### config.mk
export PLATFORM = sky130hd
export DESIGN_NAME = midi_message_parser
export DESIGN_NICKNAME = d
export VERILOG_FILES = /design/src/rtl/midi_message_parser_pkg.sv /design/src/rtl/midi_message_parser.sv
export SDC_FILE = /design/constraint.sdc
export NUM_CORES = 1
export LEC_CHECK = 0
export CAP_MARGIN = 40
export CORE_ASPECT_RATIO = 1.4
export CORE_UTILIZATION = 52
export CTS_BUF_LIST = sky130_fd_sc_hd__clkbuf_4 sky130_fd_sc_hd__clkbuf_8
export DETAILED_ROUTE_END_ITERATION = 7
export PLACE_DENSITY_LB_ADDON = 0.25
export SYNTH_ARGS = -nofsm -noshare
export SYNTH_HDL_FRONTEND = slang
export SYNTH_SLANG_ARGS = --single-unit
### constraint.sdc
create_clock -name clock_50_000_000 -period 2.5 [get_ports clock_50_000_000]
set_input_delay 0.25 -clock clock_50_000_000 [delete_from_list [all_inputs] [get_ports clock_50_000_000]]
set_output_delay 0.25 -clock clock_50_000_000 [all_outputs]
set_load 0.05 [all_outputs]
### src/rtl/midi_message_parser_pkg.sv
// Shared MIDI types: channel-voice message layout, status byte boundaries and data-byte counts.
package midi_message_parser_pkg;

  typedef enum logic [3:0] {
    NOTE_OFF         = 4'h8,
    NOTE_ON          = 4'h9,
    POLY_PRESSURE    = 4'hA,
    CONTROL_CHANGE   = 4'hB,
    PROGRAM_CHANGE   = 4'hC,
    CHANNEL_PRESSURE = 4'hD,
    PITCH_BEND       = 4'hE
  } message_type_t;

  typedef struct packed {
    message_type_t message_type;
    logic [3:0]    channel;
    logic [7:0]    data_byte1;
    logic [7:0]    data_byte2;
  } message_t;

  localparam logic [7:0] SYSEX_START  = 8'hF0;
  localparam logic [7:0] SYSEX_END    = 8'hF7;
  localparam logic [7:0] REALTIME_MIN = 8'hF8;

  function automatic logic [1:0] data_bytes_needed(input message_type_t t);
    case (t)
      PROGRAM_CHANGE, CHANNEL_PRESSURE: data_bytes_needed = 2'd1;
      default:                          data_bytes_needed = 2'd2;
    endcase
  endfunction

endpackage

### src/rtl/midi_message_parser.sv
// MIDI byte stream to channel-voice messages; 1-cycle latency from final byte, no backpressure.
// Optional MIDI_NOTE_ON_VELOCITY_ZERO_AS_OFF_EN reports NOTE_ON velocity 0 as NOTE_OFF.
module midi_message_parser
  import midi_message_parser_pkg::*;
#(
  parameter logic [15:0] CHANNEL_MASK = 16'hFFFF
) (
  input  logic       clock_50_000_000,
  input  logic       reset_l,
  input  logic [7:0] byte_data,
  input  logic       byte_ready,
  output message_t   message,
  output logic       message_ready
);

  typedef enum logic [1:0] {IDLE, WAIT_D1, WAIT_D2, SYSEX} state_t;

  state_t     state_q, state_d;
  logic [3:0] rs_type_q, rs_type_d;
  logic [3:0] rs_chan_q, rs_chan_d;
  logic [7:0] d1_q, d1_d;
  message_t   message_q, message_d;
  logic       message_ready_q, message_ready_d;

  logic       emit;
  logic [7:0] emit_d1, emit_d2;
  message_t   msg_c;

  always_ff @(posedge clock_50_000_000 or negedge reset_l) begin
    if (!reset_l) begin
      state_q         <= IDLE;
      rs_type_q       <= 4'h0;
      rs_chan_q       <= 4'h0;
      d1_q            <= 8'h00;
      message_q       <= '0;
      message_ready_q <= 1'b0;
    end else begin
      state_q         <= state_d;
      rs_type_q       <= rs_type_d;
      rs_chan_q       <= rs_chan_d;
      d1_q            <= d1_d;
      message_q       <= message_d;
      message_ready_q <= message_ready_d;
    end
  end

  always_comb begin
    state_d         = state_q;
    rs_type_d       = rs_type_q;
    rs_chan_d       = rs_chan_q;
    d1_d            = d1_q;
    emit            = 1'b0;
    emit_d1         = 8'h00;
    emit_d2         = 8'h00;

    if (byte_ready) begin
      if (byte_data >= REALTIME_MIN) begin
        // real-time bytes are transparent to everything, even mid-message
      end else if (byte_data >= SYSEX_START && byte_data <= SYSEX_END) begin
        rs_type_d = 4'h0;
        rs_chan_d = 4'h0;
        state_d   = (byte_data == SYSEX_START) ? SYSEX : IDLE;
      end else if (byte_data[7]) begin
        rs_type_d = byte_data[7:4];
        rs_chan_d = byte_data[3:0];
        d1_d      = 8'h00;
        state_d   = WAIT_D1;
      end else begin
        case (state_q)
          WAIT_D1: begin
            d1_d = byte_data;
            if (data_bytes_needed(message_type_t'(rs_type_q)) == 2'd1) begin
              emit    = 1'b1;
              emit_d1 = byte_data;
            end else begin
              state_d = WAIT_D2;
            end
          end
          WAIT_D2: begin
            emit    = 1'b1;
            emit_d1 = d1_q;
            emit_d2 = byte_data;
            state_d = WAIT_D1;
          end
          default: ;
        endcase
      end
    end
  end

  always_comb begin
    msg_c.message_type = message_type_t'(rs_type_q);
    msg_c.channel      = rs_chan_q;
    msg_c.data_byte1   = emit_d1;
    msg_c.data_byte2   = emit_d2;
`ifdef MIDI_NOTE_ON_VELOCITY_ZERO_AS_OFF_EN
    // running status keeps NOTE_ON; only the reported type changes
    if (msg_c.message_type == NOTE_ON && emit_d2 == 8'h00) begin
      msg_c.message_type = NOTE_OFF;
    end
`endif
    message_d       = message_q;
    message_ready_d = 1'b0;
    if (emit && CHANNEL_MASK[rs_chan_q]) begin
      message_d       = msg_c;
      message_ready_d = 1'b1;
    end
  end

  assign message       = message_q;
  assign message_ready = message_ready_q;

endmodule

== Yosys cells after proc, flatten, opt, wreduce, memory -nomap -nowiden ==
Memories as Yosys holds them, arrays and structs flattened.
Index checks and enable logic that the tools add are counted.

* ROM bits: 16
* Bits in registers: 43
* Bits in latches: 0
* RAM bits: 0
* Memories kept: 1
* Word-level logic and storage cells: 68

{| class="wikitable"
|+ Memory list
! memory !! words !! width !! read ports !! clocked after memory_dff !! wr ports !! RTL line !! RTL
|-
| (no name shown) || 16 || 1 || 1 || 0 || 0 || midi_message_parser.sv:104 || <nowiki>if (emit && CHANNEL_MASK[rs_chan_q]) begin</nowiki>
|}

* $add $sub $neg: 0
* Mux-type cells: 36
* $lt $le $gt $ge: 4
* Equality and inequality tests: 7
* $mul: 0
* Shift operators: 0
* Reductions and logical operators: 9
* Bitwise gates (word level): 2
* Div/mod/pow operators: 0

{| class="wikitable"
|+ Operators by type and width
! kind !! number
|-
| $mux W8 || 6
|-
| $mux W7 || 6
|-
| $mux W2 || 10
|-
| $ge A8 B8 Y1 const B || 2
|-
| $mux W4 || 4
|-
| $pmux W8 S2 || 1
|-
| $eq A4 B4 Y1 const B || 2
|-
| $eq A8 B8 Y1 const B || 1
|-
| $le A8 B8 Y1 const B || 1
|-
| $reduce_and A4 Y1 || 2
|-
| $mux W1 || 7
|-
| $lt A4 B5 Y1 const B || 1
|-
| $eq A2 B1 Y1 const B || 2
|-
| $ne A4 B4 Y1 const B || 1
|-
| $pmux W2 S2 || 1
|-
| $reduce_bool A2 Y1 || 2
|-
| $reduce_bool A4 Y1 || 1
|-
| $reduce_and A3 Y1 || 1
|-
| $eq A2 B2 Y1 const B || 1
|-
| $logic_and A1 B1 Y1 || 2
|-
| $not A1 Y1 || 2
|-
| $pmux W1 S2 || 1
|-
| $reduce_or A2 Y1 || 1
|}

== Longest topological paths before layout ==
Gate-level depths: netlist of run 1.

* Depth in word-level cells: 17
* Mapped depth: 8

== Worst setup path after synthesis of run 1 ==
No wires, ideal clock.

* Kind: reg2reg
* From: reg state_q[0]
* To: reg message_q, in the netlist message[16]
* Period minus slack after synthesis: 1902 ps
* Buffers on the path: 2
* Required time: 2375 ps
* Path slack: 598 ps
* Arrival: 1777 ps
* Stages on the path, launching flop included: 8
* Cells stage by stage: dfrtp_1 > inv_1 > ha_1 > or3b_1 > buf_2 > o21bai_4 > buf_6 > mux2_4

* Longest elaborated chain between the ends: 7
* Elaborated cells on any way between the ends: 8
* Classes of those cells: eq/ne: 2; mux: 5; reduce/logical: 1

{| class="wikitable"
|+ Ends and longest elaborated chain
! what !! RTL line !! RTL
|-
| start, declared || midi_message_parser.sv:18 || <nowiki>state_t state_q, state_d;</nowiki>
|-
| start signal, assigned || midi_message_parser.sv:38 || <nowiki>state_q <= state_d;</nowiki>
|-
| $eq A2 B2 Y1 or $eq A2 B1 Y1 (tied branches) || midi_message_parser.sv:69 || <nowiki>case (state_q)</nowiki>
|-
| $pmux W1 S2 (*) || midi_message_parser.sv:69 ||
|-
| $mux W1 (*) || midi_message_parser.sv:63 || <nowiki>end else if (byte_data[7]) begin</nowiki>
|-
| $mux W1 (*) || midi_message_parser.sv:59 || <nowiki>end else if (byte_data >= SYSEX_START && byte_data <= SYSEX_END) begin</nowiki>
|-
| $mux W1 (*) || midi_message_parser.sv:57 || <nowiki>if (byte_data >= REALTIME_MIN) begin</nowiki>
|-
| $mux W1 (*) || midi_message_parser.sv:56 || <nowiki>if (byte_ready) begin</nowiki>
|-
| $logic_and A1 B1 Y1 (*) || midi_message_parser.sv:104 ||
|-
| end signal, assigned || midi_message_parser.sv:42 || <nowiki>message_q <= message_d;</nowiki>
|-
| end, declared || midi_message_parser.sv:22 || <nowiki>message_t message_q, message_d;</nowiki>
|}

Mark *: on every way between the ends. The rest lies on a longest branch, timed or not.
A chain may end at the register's enable or synchronous reset.

== Worst setup path after layout of run 1 ==
* From: reg state_q[0]
* To: reg message_q, in the netlist message[18]

The elaborated chain is that of the path after synthesis.

==> impl_results.rst, run 1 <==
.. list-table::
   :header-rows: 1

   * - Metric
     - Value
   * - Average wire per standard cell
     - 15.7 microns
   * - Number of levels in the clock H-tree
     - 2
   * - Fraction of layout cells with a size suffix above 1
     - 0.163
   * - Ranking of synthesized cells by instance count
     - 40 x sky130_fd_sc_hd__dfrtp_1, 13 x sky130_fd_sc_hd__nand2_1, 12 x sky130_fd_sc_hd__mux2_2
   * - Critical setup path kind
     - flop to flop
   * - Post-detail-place hpwl
     - 2350 microns
   * - Pin count of the biggest net entering global routing
     - 41
   * - Number of CTS-inserted buffers
     - 5
   * - Full die area
     - 3540 sq um
   * - Clock insertion delay at the later pin of the skew report
     - 0.30 ns
   * - Post-layout min period
     - 2.06 ns
   * - Post-synthesis instance total
     - 138
   * - Vert. Die Dim
     - 70.0 microns
   * - Number of pins exceeding their max-slew limit in the final report
     - 0
   * - Post-route cell area
     - 2160 sq um
   * - GRT Util Overall
     - 0.225
   * - Total Power Consumption
     - 0.00281 W
   * - # setup viols final
     - 0
   * - Most instantiated flip-flop cell in the synthesis netlist
     - sky130_fd_sc_hd__dfrtp_1
   * - WP data arrival
     - 2.25 ns
   * - Synth area leaders
     - sky130_fd_sc_hd__dfrtp_1 58%, sky130_fd_sc_hd__mux2_2 7.9%, sky130_fd_sc_hd__a22o_1 5.6%
   * - Power spent charging and discharging nets
     - 0.00117 W
   * - Mean instance size in the synthesized netlist
     - 12.4 sq um
   * - Setup Skew
     - 0.00996 ns
   * - DRT Wirelength
     - 3320 microns
   * - P_leak
     - 0.978 nW
   * - Hold Crit Class
     - input port to async pin
   * - Seq/Total Area, Yosys
     - 0.583
   * - Cell area power density
     - 1300 nW/um^2
   * - Cell area after placement
     - 2050 sq um
   * - Slew HR
     - 0.424
   * - Iteration count of the initial detailed-routing pass
     - 4
   * - Count of distinct cell types in the synthesized netlist
     - 30
   * - Final total negative setup slack
     - 0 ns
   * - Number of register bits inferred by synthesis
     - 40
   * - Overall die width
     - 50.6 microns
   * - Number of max-capacitance violations reported
     - 0
   * - DRC violations left
     - 0
   * - Row count
     - 24
   * - Clock Tree Root
     - sky130_fd_sc_hd__clkbuf_8
   * - Highest ir drop seen on vdd
     - 1.05 mV
   * - Kind of end point of the critical path
     - flop
   * - Relative contribution of sequential cells to total power
     - 0.349
   * - Max Clk Rate
     - 486 MHz
   * - Proportion of netlist area held by the largest area contributor
     - 0.583
   * - Critical-path cell list
     - inv_1 > ha_1 > or3b_1 > o21bai_4 > mux2_4
   * - Overall overflow remaining after global route
     - 0
   * - Final-layout fill cell count
     - 246
   * - Setup repair after global routing missed its margin
     - false
   * - Total number of yosys warnings
     - 0
   * - Vias in the first global route
     - 1214
   * - Effective utilization at floorplan
     - 0.550
   * - CTS tree
     - built
   * - Hold Fails Final Rpt
     - 0
   * - Biggest cell delay along the critical path
     - 0.49 ns
   * - DRC violation total after the first TritonRoute iteration
     - 48
   * - Clock transition at the register clock pins on the worst setup and hold paths after CTS
     - 0.08 ns
   * - Critical Path RT
     - 2.69 ns
   * - Final weighted congestion of routability-driven global placement
     - 0.817
   * - Area of the core region
     - 3120 sq um
   * - Number of antenna violations at the first check in global routing
     - 0
   * - Final critical-path share of the clock period
     - 0.823
   * - CTS sink cnt
     - 40
   * - Relative area change from synthesis to final layout
     - 25.9%
   * - Clock network power share
     - 0.187
   * - Fraction of power consumed by combinational cells
     - 0.464
   * - Smallest hold slack
     - 0.0493 ns
   * - Boundary pin count
     - 36
   * - Total via count in the routed design
     - 1181
   * - Hold buffers post-CTS
     - 0
   * - Outcome
     - complete, no violations
   * - Post-CTS setup buffer count
     - 0
   * - Number of nets in the layout
     - 184
   * - Wire length of the first global-routing pass
     - 5720 microns
   * - Count of nets left with antenna violations after detail routing
     - 0
   * - Dominant cell type by area after synthesis
     - sky130_fd_sc_hd__dfrtp_1
   * - Async set-reset flop share out of synthesis
     - 1.00
   * - Most frequent cell after synthesis
     - sky130_fd_sc_hd__dfrtp_1
   * - Number of synthesized flops with an enable pin
     - 0
   * - Antenna Diode Count
     - 0
   * - Worst-Margin Slew
     - 0.863 ns
   * - Element type at the critical path start
     - flop
   * - Highest net fanout along the worst path
     - 25
   * - Quantity of gates resized following cts
     - 0
   * - Clock Path Buffers
     - 2
   * - Master of the slowest instance on the critical path
     - sky130_fd_sc_hd__or3b_1
   * - Internal power of the cells
     - 0.00164 W
   * - Mapped cell area
     - 1720 sq um
   * - Vias per cell
     - 5.60
   * - Port-buffer cells
     - 33
   * - Net switching fraction of the power
     - 0.415
-- flip-flops by register name (all words and copies together), names as in the netlist --
name / flops
message: 22
d1_q: 7
rs_chan_q: 4
rs_type_q: 4
state_q: 2
message_ready: 1
-- through the flow --
step / setup slack (ns) / instances / util
4_1_cts: 0.449 / 211 / 0.692
6_report: 0.442 / 211 / 0.692
3_5_place_dp: 0.382 / 203 / 0.657
2_1_floorplan: 0.598 / 139 / -
5_1_grt: 0.349 / 211 / 0.692
3_3_place_gp: 0.412 / 203 / 0.657
-- area by class of cell --
| class | instances | area (sq um) | area share |
|---|---|---|---|
| Clock buffer | 5 | 68.8 | 0.0318 |
| Multi-Input combinational cell | 85 | 649 | 0.300 |
| Timing Repair Buffer | 34 | 333 | 0.154 |
| Sequential cell | 40 | 1000 | 0.463 |
| Clock inverter | 3 | 42.5 | 0.0197 |
| Inverter | 5 | 18.8 | 0.00868 |
| Tap cell | 39 | 48.8 | 0.0226 |
-- worst max-delay path: cells and delay by family, from the launching register on --
family | cells | cell delay [ns]
compound gates | 1 | 0.37
fa+ha+maj | 1 | 0.31
buf+inv | 1 | 0.06
flops | 1 | 0.35
mux | 1 | 0.36
simple gates | 1 | 0.49
-- cell usage in the layout (no fill, tap or decap), drive strengths merged, types with 2 or more instances in the layout --
cell type / instances
nor2: 4
mux2: 15
clkdlybuf4s50: 32
a21o: 2
inv: 5
a22o: 11
a22oi: 7
clkbuf: 5
buf: 2
mux2i: 2
o21ai: 10
ha: 2
dfrtp: 40
conb: 2
nor2b: 5
nand2: 13
-- layer usage --
metal,share of wire,vias to the layer above,track usage
li1,-,554,-
met1,0.42,580,0.282
met2,0.50,36,0.341
met3,0.048,11,0.0610
met4,0.033,0,0.139
met5,0,-,0
-- path summary, 6_finish.rpt --
path,start,endpoint,depth (start not counted),slack (ns)
worst max-delay path,state_q[0]$_DFFE_PN0P_,message[18]$_DFFE_PN0P_,5,0.44
worst min-delay path,reset_l,message[18]$_DFFE_PN0P_,1,0.05
worst max register to register,state_q[0]$_DFFE_PN0P_,message[18]$_DFFE_PN0P_,5,0.44
worst min register to register,message[6]$_DFFE_PN0P_,message[6]$_DFFE_PN0P_,2,0.48
max in group asynchronous,reset_l,d1_q[0]$_DFFE_PN0P_,1,1.89
min in group clock_50_000_000,message[6]$_DFFE_PN0P_,message[6]$_DFFE_PN0P_,2,0.48
-- cells by family after synthesis --
logic type	share of synthesized area
flops	0.583
compound gates	0.162
simple gates	0.0809
mux	0.117
buf+inv	0.0408
fa+ha+maj	0.0146
other cells	0.00218
-- power by group through the flow --
stage / clock network [W] / registers, W / logic, W
4_1_cts: 0.000539 / 0.000982 / 0.00131
5_1_grt: 0.000559 / 0.00100 / 0.00138
6_report: 0.000525 / 0.000980 / 0.00130
2_1_floorplan: 0 / 0.00151 / 0.000376
3_3_place_gp: 0 / 0.000981 / 0.00129
3_5_place_dp: 0 / 0.000994 / 0.00131
Power figures use the tool's default switching activity.
==> run 2, diff against run 1 <==
--- a/config.mk
+++ b/config.mk
@@ -7,7 +7,7 @@
 export LEC_CHECK = 0
 export CAP_MARGIN = 40
 export CORE_ASPECT_RATIO = 1.4
-export CORE_UTILIZATION = 52
+export CORE_UTILIZATION = 47
 export CTS_BUF_LIST = sky130_fd_sc_hd__clkbuf_4 sky130_fd_sc_hd__clkbuf_8
 export DETAILED_ROUTE_END_ITERATION = 7
 export PLACE_DENSITY_LB_ADDON = 0.25
==> constraint.sdc (replaced) <==
create_clock -name clock_50_000_000 -period 1.81 [get_ports clock_50_000_000]
set_input_delay 0.181 -clock clock_50_000_000 [delete_from_list [all_inputs] [get_ports clock_50_000_000]]
set_output_delay 0.181 -clock clock_50_000_000 [all_outputs]
set_load 0.05 [all_outputs]
==> run 2 against run 1 <==
The run now ends with setup timing left. Via count grew 9.6%. Clock power grew 38%. Utilization shrank 0.36 points. Critical path depth shrank 1. Global-route usage grew 1.7 points. Final area grew 9.6%. Count of clock-buffer cells in the layout is the same. Clock skew shrank 0.0054 ns. Final cell count grew 9.5%. Largest cell class unchanged.
==> impl_results.rst, run 2 (synthesized netlist as in run 1, its figures left out) <==
.. list-table::
   :header-rows: 1

   * - Metric
     - Value
   * - Row count
     - 25
   * - Outcome
     - finished with violations
   * - CTS sink cnt
     - 40
   * - Clock Tree Root
     - sky130_fd_sc_hd__clkbuf_8
   * - CTS tree
     - built
   * - Violations in the final reports
     - setup timing
   * - Overall die width
     - 53.1 microns
   * - Max Clk Rate
     - 550 MHz
   * - Fraction of layout cells with a size suffix above 1
     - 0.325
   * - Worst-Margin Slew
     - 0.611 ns
   * - Number of flip-flops in the largest register
     - 22
   * - Hold Crit Class
     - input port to async pin
   * - Critical setup path kind
     - flop to flop
   * - Leading cell type in the layout, fill and taps excluded
     - sky130_fd_sc_hd__dfrtp_1
   * - Vias per cell
     - 5.60
   * - Worst Slack Setup Final
     - -0.00934 ns
   * - Net switching fraction of the power
     - 0.418
   * - Top library cells by usage in the layout, fill and taps aside
     - 40 x sky130_fd_sc_hd__dfrtp_1, 32 x sky130_fd_sc_hd__clkdlybuf4s50_1, 15 x sky130_fd_sc_hd__buf_4, 12 x sky130_fd_sc_hd__mux2_2, 11 x sky130_fd_sc_hd__a22o_1
   * - Relative area change from synthesis to final layout
     - 38.0%
   * - Number of pins exceeding their max-slew limit in the final report
     - 0
   * - Power spent charging and discharging nets
     - 0.00173 W
   * - Overall overflow remaining after global route
     - 0
   * - Clock insertion delay at the later pin of the skew report
     - 0.29 ns
   * - Cell area power density
     - 1740 nW/um^2
   * - Fraction of power consumed by combinational cells
     - 0.492
   * - Number of antenna violations at the first check in global routing
     - 0
   * - Port-buffer cells
     - 33
   * - Placed Cells
     - 219
   * - Area used by sequential logic in the layout
     - 1000 sq um
   * - Number of levels in the clock H-tree
     - 2
   * - Clock Path Buffers
     - 2
   * - Hold Fails Final Rpt
     - 0
   * - Total via count in the routed design
     - 1294
   * - Number of max-capacitance violations reported
     - 0
   * - GRT Util Overall
     - 0.242
   * - DRT Wirelength
     - 4070 microns
   * - Internal power of the cells
     - 0.00240 W
   * - Effective utilization at floorplan
     - 0.499
   * - Final core occ
     - 0.689
   * - Relative contribution of sequential cells to total power
     - 0.332
   * - # setup viols final
     - 3
   * - Iteration count of the initial detailed-routing pass
     - 4
   * - Area of the core region
     - 3440 sq um
   * - Final-layout fill cell count
     - 270
   * - Wire length of the first global-routing pass
     - 6580 microns
   * - Full die area
     - 3900 sq um
   * - DRC violations left
     - 0
   * - Highest ir drop seen on vdd
     - 1.20 mV
   * - Number of nets in the layout
     - 203
   * - Post-detail-place hpwl
     - 2820 microns
   * - Setup Skew
     - 0.00457 ns
   * - Final weighted congestion of routability-driven global placement
     - 0.885
   * - Final standard cell count with taps included and fillers excluded
     - 231
   * - Vert. Die Dim
     - 73.5 microns
   * - WP data arrival
     - 2.00 ns
   * - Multi-input logic area
     - 718 sq um
   * - P_leak
     - 1.07 nW
   * - Number of CTS-inserted buffers
     - 5
   * - Critical Path RT
     - 1.99 ns
   * - Setup repair after global routing missed its margin
     - true
   * - Pin count of the biggest net entering global routing
     - 29
   * - Boundary pin count
     - 36
   * - Smallest hold slack
     - 0.426 ns
   * - Total Power Consumption
     - 0.00412 W
   * - Vias in the first global route
     - 1363
   * - Post-layout min period
     - 1.82 ns
   * - Slew HR
     - 0.592
   * - Final critical-path share of the clock period
     - 1.01
   * - Highest net fanout along the worst path
     - 5
   * - Kind of end point of the critical path
     - flop
   * - Count of nets left with antenna violations after detail routing
     - 0
   * - Clock transition at the register clock pins on the worst setup and hold paths after CTS
     - 0.08 ns
   * - Clock network power share
     - 0.176
   * - Element type at the critical path start
     - flop
   * - Antenna Diode Count
     - 0
   * - Average wire per standard cell
     - 17.6 microns
   * - DRC violation total after the first TritonRoute iteration
     - 14
==> run 2: layer usage <==
layer / global-route usage / share of wire / up-vias
met4: 0.0994 / 0.021 / 0
met3: 0.0580 / 0.049 / 11
li1: - / - / 593
met1: 0.301 / 0.40 / 645
met5: 0 / 0 / -
met2: 0.397 / 0.53 / 45
==> run 2: final timing paths <==
path	startpoint	end	slack, ns	cells after the start
setup / recovery	state_q[1]$_DFFE_PN0P_	message[18]$_DFFE_PN0P_	-0.009	4
hold / removal	reset_l	message[16]$_DFFE_PN0P_	0.43	2
setup reg to reg	state_q[1]$_DFFE_PN0P_	message[18]$_DFFE_PN0P_	-0.009	4
hold reg to reg	message[14]$_DFFE_PN0P_	message[14]$_DFFE_PN0P_	0.50	2
max in group asynchronous	reset_l	d1_q[4]$_DFFE_PN0P_	0.84	3
min in group clock_50_000_000	message[14]$_DFFE_PN0P_	message[14]$_DFFE_PN0P_	0.50	2
==> run 2: power groups by stage <==
stage	clock network, W	logic [W]	registers, W
6_report	0.000727	0.00203	0.00137
4_1_cts	0.000736	0.00197	0.00136
2_1_floorplan	0	0.000519	0.00208
5_1_grt	0.000767	0.00213	0.00140
3_3_place_gp	0	0.00186	0.00135
3_5_place_dp	0	0.00192	0.00137
==> run 2: cell type report <==
type	instances	share of cell area
tap	40	0.0211
timing repair buffer	51	0.199
clock buffer	5	0.0290
multi-input combinational	87	0.303
clock inverter	3	0.0180
sequential	40	0.422
inverter	5	0.00792
==> run 2: repair_timing <==
| action | CTS | global route |
|---|---|---|
| setup endpoints to repair | 18 | 17 |
| setup buffers | 0 | 1 |
| hold buffers | 1 | 0 |
| endpoints found under the hold margin | 26 | 0 |
| gates resized for setup | 7 | 18 |
| pin swaps | 0 | 9 |
| cloned | 2 | 0 |
==> run 2: per-stage QoR <==
step	setup WS (ns)	setup TNS [ns]	area (sq um)
floorplan	-0.0921	-0.458	1720
global placement	0.0137	0	2160
detailed placement	-0.0808	-0.677	2160
CTS	0.00324	0	2320
global route	-0.0317	-0.361	2370
finish	-0.00934	-0.0227	2370
==> run 2: worst max-delay path, cell delays in order, from the launching register on <==
cell                       delay (ns)
sky130_fd_sc_hd__dfrtp_1         0.39
sky130_fd_sc_hd__ha_1            0.32
sky130_fd_sc_hd__or3b_4          0.43
sky130_fd_sc_hd__o21bai_4        0.25
sky130_fd_sc_hd__mux2_4          0.32
==> edit 1, RTL diff (settings of run 2) <==
Build with the macro `MIDI_NOTE_ON_VELOCITY_ZERO_AS_OFF_EN` defined.
--- a/src/rtl/midi_message_parser.sv
+++ b/src/rtl/midi_message_parser.sv
@@ -1,5 +1,7 @@
 // MIDI byte stream to channel-voice messages; 1-cycle latency from final byte, no backpressure.
 // Optional MIDI_NOTE_ON_VELOCITY_ZERO_AS_OFF_EN reports NOTE_ON velocity 0 as NOTE_OFF.
+`define MIDI_NOTE_ON_VELOCITY_ZERO_AS_OFF_EN
+
 module midi_message_parser
   import midi_message_parser_pkg::*;
 #(
Check against the original RTL: not equivalent (Yosys sat finds a counterexample within 4 cycles, from zero or initial values and one cycle with reset_l low).
==> edit 1 against run 2 <==
The run still ends with setup timing left; area after synthesis up 2.9%; routed wire length up 2.5%; utilization down 1.1 points; sequential cell count unchanged; highest routed layer unchanged; cell area up 3.3%; hold slack worse by 42 ps; setup slack worse by 15 ps; largest power group unchanged; non-clock buffer count up 9; total power down 15%.
==> edit 1: results (changes against run 2) <==
| Metric | Value |
|---|---|
| Placed cells | `241 (+10%)` |
| Status | `finished with violations` |
| Met3 wire length | `178 um (-10%)` |
| Synth top cells by count | `40 x dfrtp_1, 25 x nand2_1, 16 x o21ai_0` |
| Setup WS post-layout | `-24.5 ps (-15.2 ps)` |
| Gpl congestion | `0.945 (+6.8%)` |
| Port buffer count | `33 (unchanged)` |
| First-pass GRT wire length | `6720 um (+2.1%)` |
| VDD IR max | `0.00111 V (-7.6%)` |
| Fillcell total | `274 (+1.5%)` |
| GRT met1 Usage | `0.310 (+0.00890)` |
| Total detailed-routing wirelength | `4170 um (+2.5%)` |
| Slowest CP cell | `dfrtp_1` |
| Relative slew slack | `0.614 (+0.0215)` |
| Worst hold path class | `input pin to async pin` |
| # nets final | `227 (+12%)` |
| Synth cell types | `34 (+13%)` |
| All-layer global routing usage | `0.238 (-0.00416)` |
| Syn Area/Cell | `11.5 um2 (-7.8%)` |
| Adder-cell share of the synthesized area | `0.0142 (-0.000413)` |
| Synth area leaders | `dfrtp_1 57%, mux2_2 6.4%, nand2_1 5.3%` |
| Sequential-to-total area share from yosys stat | `0.567 (-0.0165)` |
| P_clk | `562 uW (-23%)` |
| Fin Setup TNS | `-123 ps (-101 ps)` |
| Dpl ws | `-84.9 ps (-4.12 ps)` |
| Total sequential power | `1.29 mW (-6%)` |
| Share of cells above drive strength 1 | `0.276 (-0.0489)` |
| Initial detailed-routing violation count | `71 (+57)` |
| DR vias/cell | `5.48 (-2.1%)` |
| Ys flop type | `dfrtp_1` |
| Post-synthesis compound-gate area fraction | `0.157 (-0.00458)` |
| Met1 WL | `1790 um (+9.8%)` |
| Post-route core utilization | `0.678 (-0.0106)` |
| Met2 routed WL | `2090 um (-3.4%)` |
| Fin Clk Skew | `2.21 ps (-2.36 ps)` |
| Int Power | `2.06 mW (-14%)` |
| Failing checks | `setup timing` |
| Final setup fails | `6 (+3)` |
| Grt met3 use | `0.0613 (+0.00338)` |
| DP Area | `2260 um2 (+4.3%)` |
| CP Max Fanout | `8 (+3)` |
| Multiplexer area fraction after synthesis | `0.0977 (-0.0189)` |
| Crit path max-delay family | `flip-flops` |
| Maximum buffer depth of the clock tree | `2 (unchanged)` |
| Grt met2 use | `0.362 (-0.0345)` |
| Switching share of power | `0.411 (-0.00783)` |
| Vias in the first global route | `1395 (+2.3%)` |
| Leakage power | `1.12 nW (+4.5%)` |
| DPL Wire Length | `2900 um (+3.0%)` |
| Pin count of the biggest net entering global routing | `22 (-24%)` |
| Drt wl/cell | `16.3 um (-7.5%)` |
==> edit 1: worst paths after layout <==
check                                 from          end  slack (ps)  cells past startpoint
hold reg to reg                message[13]  message[13]         480                      2
setup / recovery                state_q[1]  message[18]         -20                      5
max in group asynchronous          reset_l  message[16]         960                      3
setup reg to reg                state_q[1]  message[18]         -20                      5
min in group clock_50_000_000  message[13]  message[13]         480                      2
hold / removal                     reset_l   message[4]         380                      2
==> edit 1: cell type report <==
class | count | area share
Clock inverter | 1 | 0.00204
Timing Repair Buffer | 60 | 0.229
Tap cell | 42 | 0.0215
Inverter | 4 | 0.00613
Clock buffer | 6 | 0.0312
Sequential cell | 40 | 0.409
Multi-Input combinational cell | 103 | 0.301
==> edit 1: timing repair <==
action / CTS / global route
endpoints found under the hold margin: 20 / 0
gates cloned: 1 / 2
buffers inserted: 2 / 6
hold buffers: 1 / 0
setup endpoints to repair: 20 / 24
gates resized for setup: 2 / 18
pin swaps: 0 / 3
==> edit 2, RTL diff (settings of run 2) <==
Without the edit above. Re-encode `state_t` (4 states) as one-hot, 4 bits wide.
--- a/src/rtl/midi_message_parser.sv
+++ b/src/rtl/midi_message_parser.sv
@@ -13,7 +13,7 @@
   output logic       message_ready
 );
 
-  typedef enum logic [1:0] {IDLE, WAIT_D1, WAIT_D2, SYSEX} state_t;
+  typedef enum logic [3:0] {IDLE = 4'b0001, WAIT_D1 = 4'b0010, WAIT_D2 = 4'b0100, SYSEX = 4'b1000} state_t;
 
   state_t     state_q, state_d;
   logic [3:0] rs_type_q, rs_type_d;
Check against the original RTL: same outputs for any inputs over 4 cycles, from zero or initial values and one cycle with reset_l low; so few cycles prove little.
==> edit 2 against run 2 <==
Area after synthesis up 9.5%; sequential cell count up 2; critical path type unchanged; count of clock-buffer cells in the layout unchanged; setup slack better by 38 ps; routed wire length up 1.9%; cell area up 4.2%; clock skew about the same; total power down 11%; hold slack worse by 130 ps.
==> edit 2: results (changes against run 2) <==
| Metric | Value |
|---|---|
| N_diodes | `0 (unchanged)` |
| 1st-pass router iterations | `4 (unchanged)` |
| Status | `complete, no violations` |
| # nets final | `213 (+4.9%)` |
| Placed cells | `231 (+5.5%)` |
| Sequential-to-total area share from yosys stat | `0.560 (-0.0232)` |
| Initial detailed-routing violation count | `35 (+21)` |
| Synth warn | `0 (unchanged)` |
| VDD IR max | `0.000954 V (-21%)` |
| Ys flop type | `dfrtp_1` |
| Clk_lat worst skew | `290 ps (about the same)` |
| Setup Crit Path Kind | `flop to flop` |
| R2R setup slack | `30 ps (+40 ps)` |
| Worst hold-check slack | `293 ps (-133 ps)` |
| DPL Wire Length | `2900 um (+3.2%)` |
| Share of cells above drive strength 1 | `0.252 (-0.0721)` |
| Synth cell types | `29 (-3.3%)` |
| GRT overflow | `0 (unchanged)` |
| H-tree depth | `2 (unchanged)` |
| Syn Area/Cell | `12.6 um2 (+1.4%)` |
| Clock Pin Slew Worst Setup and Hold Paths | `approximately 70 ps` |
| Port buffer count | `33 (unchanged)` |
| Gpl congestion | `0.883 (-0.27%)` |
| Leakage power | `1.25 nW (+16%)` |
| Synth top cells by count | `41 x dfrtp_1, 19 x nand2_1, 13 x a22o_1` |
| Total power | `3.66 mW (-11%)` |
| Critical Path AT | `1960 ps (-40 ps)` |
| CP Max Fanout | `11 (+6)` |
| All-layer global routing usage | `0.216 (-0.0257)` |
| Cts bufs inserted | `5 (unchanged)` |
| Fin Clk Skew | `4.24 ps (-0.332 ps)` |
| Fillcell total | `284 (+5.2%)` |
| Initial antenna violation count | `0 (unchanged)` |
| First-pass GRT wire length | `7030 um (+6.8%)` |
| Final min period | `1780 ps (-37.5 ps)` |
| Worst hold path class | `input pin to async pin` |
| Worst r2r src | `state_q[2]` |
| Dpl ws | `-189 ps (-109 ps)` |
| Vias in the first global route | `1379 (+1.2%)` |
| Post-Layout Cell Count | `244 (+5.6%)` |
| Number of flip-flops in the largest register | `22 (unchanged)` |
| DP Area | `2320 um2 (+7.1%)` |
| Final Instance Area | `2470 um2 (+4.2%)` |
| Worst slew pin tran | `525 ps (-86.2 ps)` |
| DR vias/cell | `5.53 (-1.2%)` |
| Synth area leaders | `dfrtp_1 55%, mux2_4 9.6%, a22o_1 6.1%` |
| Async S/R FF share, synth | `1.00 (unchanged)` |
| Maximum buffer depth of the clock tree | `2 (unchanged)` |
| Total detailed-routing wirelength | `4140 um (+1.9%)` |
| Pin count of the biggest net entering global routing | `20 (-31%)` |
==> edit 2: cell count changes after synthesis, sizes merged, moves of 5 or more <==
cell	before	now
nand2	13	19
a21o	2	8
nand4	0	9
and3	1	7
a22oi	7	2
==> edit 2: cells by family after synthesis <==
| kind of cell | synth area share |
|---|---|
| and+or+nand+nor | 0.139 |
| DFF | 0.560 |
| AOI/OAI and AO/OA | 0.141 |
| muxes | 0.120 |
| buffers and inverters | 0.0379 |
| other | 0.00200 |
==> edit 2: critical path, cell delays in order, from the launching register on <==
cell and delay [ps]:
dfrtp_2 450, nor4b_4 300, nor3b_4 310, buf_6 160, o21ai_4 120, mux2_4 340
==> edit 2: final timing paths <==
kind,endpoint,cells past startpoint
worst max-delay path,message[21],5
min in group clock_50_000_000,d1_q[6],2
worst min register to register,d1_q[6],2
worst max register to register,message[21],5
max in group asynchronous,d1_q[4],3
worst min-delay path,state_q[2],2
==> edit 2: layout make-up <==
class,instances,share of cell area
inverters,4,0.00608
well taps,42,0.0213
repair buffers,53,0.197
multi-input cells,96,0.318
clock buffers,5,0.0279
clock inverters,2,0.00405
flip-flops and latches,42,0.427
==> edit 2: what timing repair did <==
| item | in CTS | in global routing |
|---|---|---|
| resized for setup | 1 | 4 |
| setup buffers | 2 | 2 |
| hold endpoints to repair | 9 | 0 |
| hold buffers | 1 | 0 |
| gates cloned | 1 | 0 |
| pin swaps | 1 | 2 |
| endpoints found under the setup margin | 15 | 17 |
==> edit 2: power breakdown <==
part           switching [mW]  internal [mW]
registers               0.164           1.21
clock network           0.303          0.259
logic                    1.04          0.691
total                    1.50           2.15
==> edit 2: routing by layer <==
layer,track usage,part of all wire,vias up
met1,0.271,0.44,662
met4,0.100,0.020,0
li1,-,-,647
met3,0.0354,0.034,7
met5,0,0,-
met2,0.363,0.51,34
